===== config.mk =====
export PLATFORM = sky130hd
export DESIGN_NAME = pc_sequencer
export DESIGN_NICKNAME = d
export VERILOG_FILES = /design/src/rtl/pc_sequencer.sv
export SDC_FILE = /design/constraint.sdc
export NUM_CORES = 1
export LEC_CHECK = 0
export CAP_MARGIN = 10
export CORE_MARGIN = 4
export CORE_UTILIZATION = 45
export DETAILED_ROUTE_END_ITERATION = 10
export PLACE_DENSITY = 0.75
export SLEW_MARGIN = 20
export SYNTH_ARGS = -nofsm -noshare
export SYNTH_HDL_FRONTEND = slang
export SYNTH_SLANG_ARGS = --single-unit

===== constraint.sdc =====
create_clock -name Clk -period 2.3 [get_ports Clk]
set_clock_uncertainty 0.15 [all_clocks]
set_input_delay 0.345 -clock Clk [delete_from_list [all_inputs] [get_ports Clk]]
set_output_delay 0.345 -clock Clk [all_outputs]
set_load 0.01 [all_outputs]

===== src/rtl/pc_sequencer.sv =====
// Program-counter sequencer: increment, absolute or relative branch via an external
// target LUT, run/halt/done sequencing and a saturating taken-branch counter.
module pc_sequencer #(
  parameter int D  = 12,
  parameter int CW = 8
) (
  input  logic          Clk,
  input  logic          Reset,
  input  logic          Start,
  input  logic          Stall,
  input  logic          Halt,
  input  logic          BranchEn,
  input  logic          BranchCond,
  input  logic          RelMode,
  input  logic [2:0]    BranchIdx,
  output logic [2:0]    LutAddr,
  input  logic [D-1:0]  LutTarget,
  output logic [D-1:0]  PC,
  output logic          Running,
  output logic          Done,
  output logic [CW-1:0] TakenCount
);

  typedef enum logic [1:0] {
    S_IDLE = 2'd0,
    S_RUN  = 2'd1,
    S_DONE = 2'd2
  } state_e;

  state_e        state_q;
  logic [D-1:0]  pc_q;
  logic [D-1:0]  pc_d;
  logic [CW-1:0] cnt_q;
  logic [CW-1:0] cnt_d;
  logic          running_q;
  logic          done_q;
  logic          taken;

  // The LUT round trip stays combinational so a branch resolves in the same cycle.
  assign LutAddr = BranchIdx;

  always_comb begin
    taken = BranchEn & BranchCond;
    pc_d  = pc_q + D'(1);
    if (taken) begin
      pc_d = RelMode ? (pc_q + LutTarget) : LutTarget;
    end
    cnt_d = cnt_q;
    if (taken && !(&cnt_q)) begin
      cnt_d = cnt_q + CW'(1);
    end
  end

  always_ff @(posedge Clk) begin
    if (Reset) begin
      state_q   <= S_IDLE;
      pc_q      <= '0;
      cnt_q     <= '0;
      running_q <= 1'b0;
      done_q    <= 1'b0;
    end else begin
      case (state_q)
        S_IDLE, S_DONE: begin
          if (Start) begin
            state_q   <= S_RUN;
            pc_q      <= '0;
            cnt_q     <= '0;
            running_q <= 1'b1;
            done_q    <= 1'b0;
          end
        end
        S_RUN: begin
          if (!Stall) begin
            if (Halt) begin
              state_q   <= S_DONE;
              running_q <= 1'b0;
              done_q    <= 1'b1;
            end else begin
              pc_q  <= pc_d;
              cnt_q <= cnt_d;
            end
          end
        end
        default: begin
          state_q   <= S_IDLE;
          running_q <= 1'b0;
          done_q    <= 1'b0;
        end
      endcase
    end
  end

  assign PC         = pc_q;
  assign Running    = running_q;
  assign Done       = done_q;
  assign TakenCount = cnt_q;

endmodule


; ---- Word level (Yosys, flattened, before mapping)
; Cells that the tools add are included.
[word_totals]
ff_bits = 24
input_bits = 23
output_inout_bits = 25
[op_classes]
addsub = 3
eq_ne = 7
mux = 23
bitwise = 1
n_reduce_logical = 9
[ops]
columns = op, count
row1 = $mux W12, 5
row2 = $mux W8, 4
row3 = $pmux W12 S2, 1
row4 = $pmux W8 S2, 1
row5 = $add A12 B1 Y12 const B, 1
row6 = $add A12 B12 Y12, 1
row7 = $ne A2 B2 Y1 const B, 5
row8 = $add A8 B1 Y8 const B, 1
row9 = $reduce_and A8 Y1, 1
row10 = $mux W1, 6
row11 = $mux W2, 3
row12 = $reduce_and A5 Y1, 1
row13 = $pmux W1 S2, 2
row14 = $pmux W2 S2, 1
row15 = $reduce_and A4 Y1, 1
row16 = $reduce_and A3 Y1, 1
row17 = $eq A2 B1 Y1 const B, 1
row18 = $eq A2 B2 Y1 const B, 1
row19 = $logic_not A2 Y1, 1
row20 = $reduce_bool A2 Y1, 1
row21 = $reduce_or A2 Y1, 1
row22 = $and A1 B1 Y1, 1
row23 = $logic_and A1 B1 Y1, 1
row24 = $logic_not A1 Y1, 1

; ---- Depth between registers and ports, before layout
[depth]
word_depth = 7
depth_mapped = 8
depth_no_buf = 8

; ---- Least setup slack after synthesis
; No wires, ideal clock.
[synth_path]
path_type = reg-to-reg
from = register pc_q[0] (netlist: PC[0])
to = register pc_q[8] (netlist: PC[8])
setup_ns = 0.114
t_arrival_ns = 2.152
required_ns = 2.036
slack_ns = -0.116
stages_incl_launch_ff = 9
cell_sequence = dfxtp_1 -> ha_1 -> fa_1 -> a211oi_1 -> nor3_1 -> or4_1 -> nand3_1 -> a221oi_1 -> a21o_1
[synth_between]
elab_chain_cells = 6
[synth_lines]
columns = item, line_no
row1 = "start, declared", 31  ; logic [D-1:0] pc_q;
row2 = "start signal, assigned", 79  ; pc_q <= pc_d;
row3 = $add A12 B12 Y12, 46  ; pc_d = RelMode ? (pc_q + LutTarget) : LutTarget;
row4 = $mux W12, 46
row5 = $mux W12 (*), 45  ; if (taken) begin
row6 = $mux W12 (*), 74  ; if (Halt) begin
row7 = $mux W12 (*), 73  ; if (!Stall) begin
row8 = $pmux W12 S2 (*), 62  ; case (state_q)
; Every way passes the cells marked *; elsewhere a longest branch is shown, timed or not. The select of a mux whose other input is x is not followed.
; A chain may end at the register's enable or synchronous reset.

; ---- Worst setup path in the final report
; Ends and elaborated chain as after synthesis.

==> qor.yml <==
post-route-period-util_pct: 99.4
hold_viol_final: 0
avgSynthCellArea_sq_um: 7.78
grt_use_met1_pct: 27.2
met2_usage_pct: 34.9
clkLatencyLatePin_ns: 0.26
fin_ws_ns: 0.0132
hold_buffers: 0
io_buffers: 41
placed_area_sq_mm: 0.00272
seq_area_frac_synth_pct: 22.8
hold_path_class: "flop to flop"
chipWidth_um: 75.1
syn2layout_area_growth_pct: 43.3
drcViolationCount: 0
status: "finished, final reports clean"
fin_nets: 371
netlist-cell-type-count: 55
synthFlopType: "dfxtp_1"
diodes: 0
pre_cts_ws_ns: -0.527
firstDrtPassIters: 5
die_y_um: 75.1
boundaryPins: 48
synthArstFlopShare_pct: 0
cts_root_buf: "clkbuf_8"
synth_edf_count: 0
synth_area_sq_mm: 0.00202
grt_pass1_wl_mm: 9.07
ant_nets: 0
ys_ff_latch: 23
grt_antenna_before_repair: 0
dpl.cell_count: 378
finalMaxSlewViolations: 0
rows: 24
cts_buffers: 3
max_freq_ghz: 0.437
place_hpwl_mm: 4.41
required_ns: 2.32
crit_type: "flop to flop"
power_density_mw_per_mm2: 316
start_util_pct: 46.5
drtIter0Drc: 145
cp_data_arrival_time_ns: 2.31
busiest_layer: "met2"
wl_per_cell_um: 15.2
met3_usage_pct: 2.67
wl_mm: 5.86
setup_viol: 0
start_kind: "flop"
final_area_sq_mm: 0.00290
stdcell_count: 385
netlist_instances: 260
rsz0062_at_grt: "yes"
endpoint_kind: "flop"
period_minus_slack_ns: 2.29
grt_pass1_vias: 2062
cts.sinks: 23
max-cap-violations: 0
dieArea_sq_mm: 0.00563
worst_pin_slew_ns: 0.597
relSlewSlack_pct: 59.9
worstPathMaxFanout: 2
power_leakage_uw: 0.00121
cts_tree: "done"
grt_overflow: 0
core-area_sq_mm: 0.00435
place.gp.congestion: 0.874
routed_via_density: 5.87
syn-num-nets: 297
ir_worst_vdd_uv: 203
cts.path.max_buffers: 2
drive_gt1_share_pct: 22.2
htreeDepth: 1
yosys_warnings: 0
grt_use_total_pct: 20.3
clkSlewWorstSetupHoldPaths_ns: 0.09
route.vias.total: 2261
grt_start_max_net_pins: 21
-- report_power, final --
| group | switching, uW | leakage (uW) | internal (uW) |
|---|---|---|---|
| Sequential | 7.59 | 0.000187 | 403 |
| Combinational | 123 | 0.00100 | 120 |
| Clock | 141 | 0.0000217 | 123 |
| Total | 272 | 0.00121 | 646 |
-- cell usage in the layout (no fill, tap or decap), drive strengths merged, types with 2 or more instances in the layout --
cell,count
a2111oi,2
a211oi,6
a21o,11
a21oi,19
a221oi,2
a22oi,3
a31oi,3
and2,4
and3,8
buf,40
clkbuf,3
clkdlybuf4s15,2
clkdlybuf4s50,37
dfxtp,23
ha,13
inv,5
mux2,2
mux2i,7
nand2,18
nand2b,6
nand3,14
nand4,5
nor2,26
nor3,9
nor3b,2
nor4,3
o211ai,2
o21a,2
o21ai,21
o31ai,2
or3,5
xnor2,7
xor2,3
-- timing repair --
action                                  4_1_cts  5_1_grt
setup buffers                                 2        1
pin swaps                                    10       13
endpoints found under the setup margin        7        5
gates resized for setup                      11       17
-- sequential cells by signal (all words and copies together), names as in the netlist --
register	count
PC	12
Running	1
TakenCount	8
state_q	2
-- final cells by class --
cell class | count | area [sq um]
multi-input combinational | 219 | 1580
tap | 52 | 65.1
timing repair buffer | 81 | 719
clock buffer | 3 | 41.3
inverter | 6 | 22.5
sequential | 23 | 465
clock inverter | 1 | 7.51
fill | 370 | 1460
-- cell usage after synthesis (2+ instances only) --
master,instances,area share (%)
ha_1,13,8.0
a211oi_1,6,2.2
a221oi_1,2,0.87
buf_4,4,1.5
inv_1,5,0.93
mux2i_1,7,3.5
nand4_1,5,1.5
a31oi_1,3,0.93
a22oi_1,3,1.1
a21o_1,10,3.7
nor3_1,9,2.2
xnor2_1,7,3.0
buf_2,2,0.49
nand3_1,14,3.5
or3_1,4,1.2
nor2_1,26,4.8
o211ai_1,2,0.74
o21a_1,2,0.74
o21ai_1,2,0.49
and3_1,8,2.5
and2_1,3,0.93
o31ai_1,2,0.74
clkbuf_1,4,0.74
dfxtp_1,23,23
nand2b_1,5,1.5
xor2_1,3,1.3
nand2_1,18,3.3
mux2_2,2,1.1
nor4_1,3,0.93
a21oi_1,19,4.7
o21ai_0,19,4.7
nor3b_1,2,0.74
-- per-stage QoR --
| step | util (%) | hold WS [ns] | total power [uW] | TNS, ns |
|---|---|---|---|---|
| floorplan | - | 0.366 | 550 | 0 |
| global placement | 62.4 | 0.335 | 645 | -2.79 |
| detailed placement | 62.4 | 0.343 | 651 | -3.36 |
| CTS | 64.7 | 0.357 | 919 | 0 |
| global route | 66.6 | 0.369 | 963 | -0.0769 |
| finish | 66.6 | 0.355 | 917 | 0 |
-- routing by layer --
metal | wire length (um) | up-vias
met5 | 0 | -
met4 | 76 | 0
met3 | 372 | 10
met2 | 2790 | 83
met1 | 2620 | 1050
li1 | - | 1118
-- kinds of logic after synthesis --
logic type	count (synthesis)	synth area share, %
compound gates	81	27.1
simple gates	105	27.6
flops	23	22.8
buf+inv	18	4.64
fa+ha+maj	14	9.03
mux	9	4.58
xor+xnor	10	4.33
-- path summary, 6_finish.rpt --
kind	startpoint	slack, ns	end	depth (start not counted)
max	PC[0]	0.01	PC[8]	8
min	Running	0.35	Running	2
min reg2reg	Running	0.35	Running	2
max reg2reg	PC[0]	0.01	PC[8]	8
-- worst max-delay path, cell delays in order, from the launching register on --
cell,delay [ns]
dfxtp_2,0.34
ha_4,0.16
fa_2,0.40
a211oi_4,0.31
nor3_2,0.08
or4_1,0.44
nand3_2,0.10
a221oi_2,0.06
a21o_1,0.15
(Power assumes the default switching activity.)
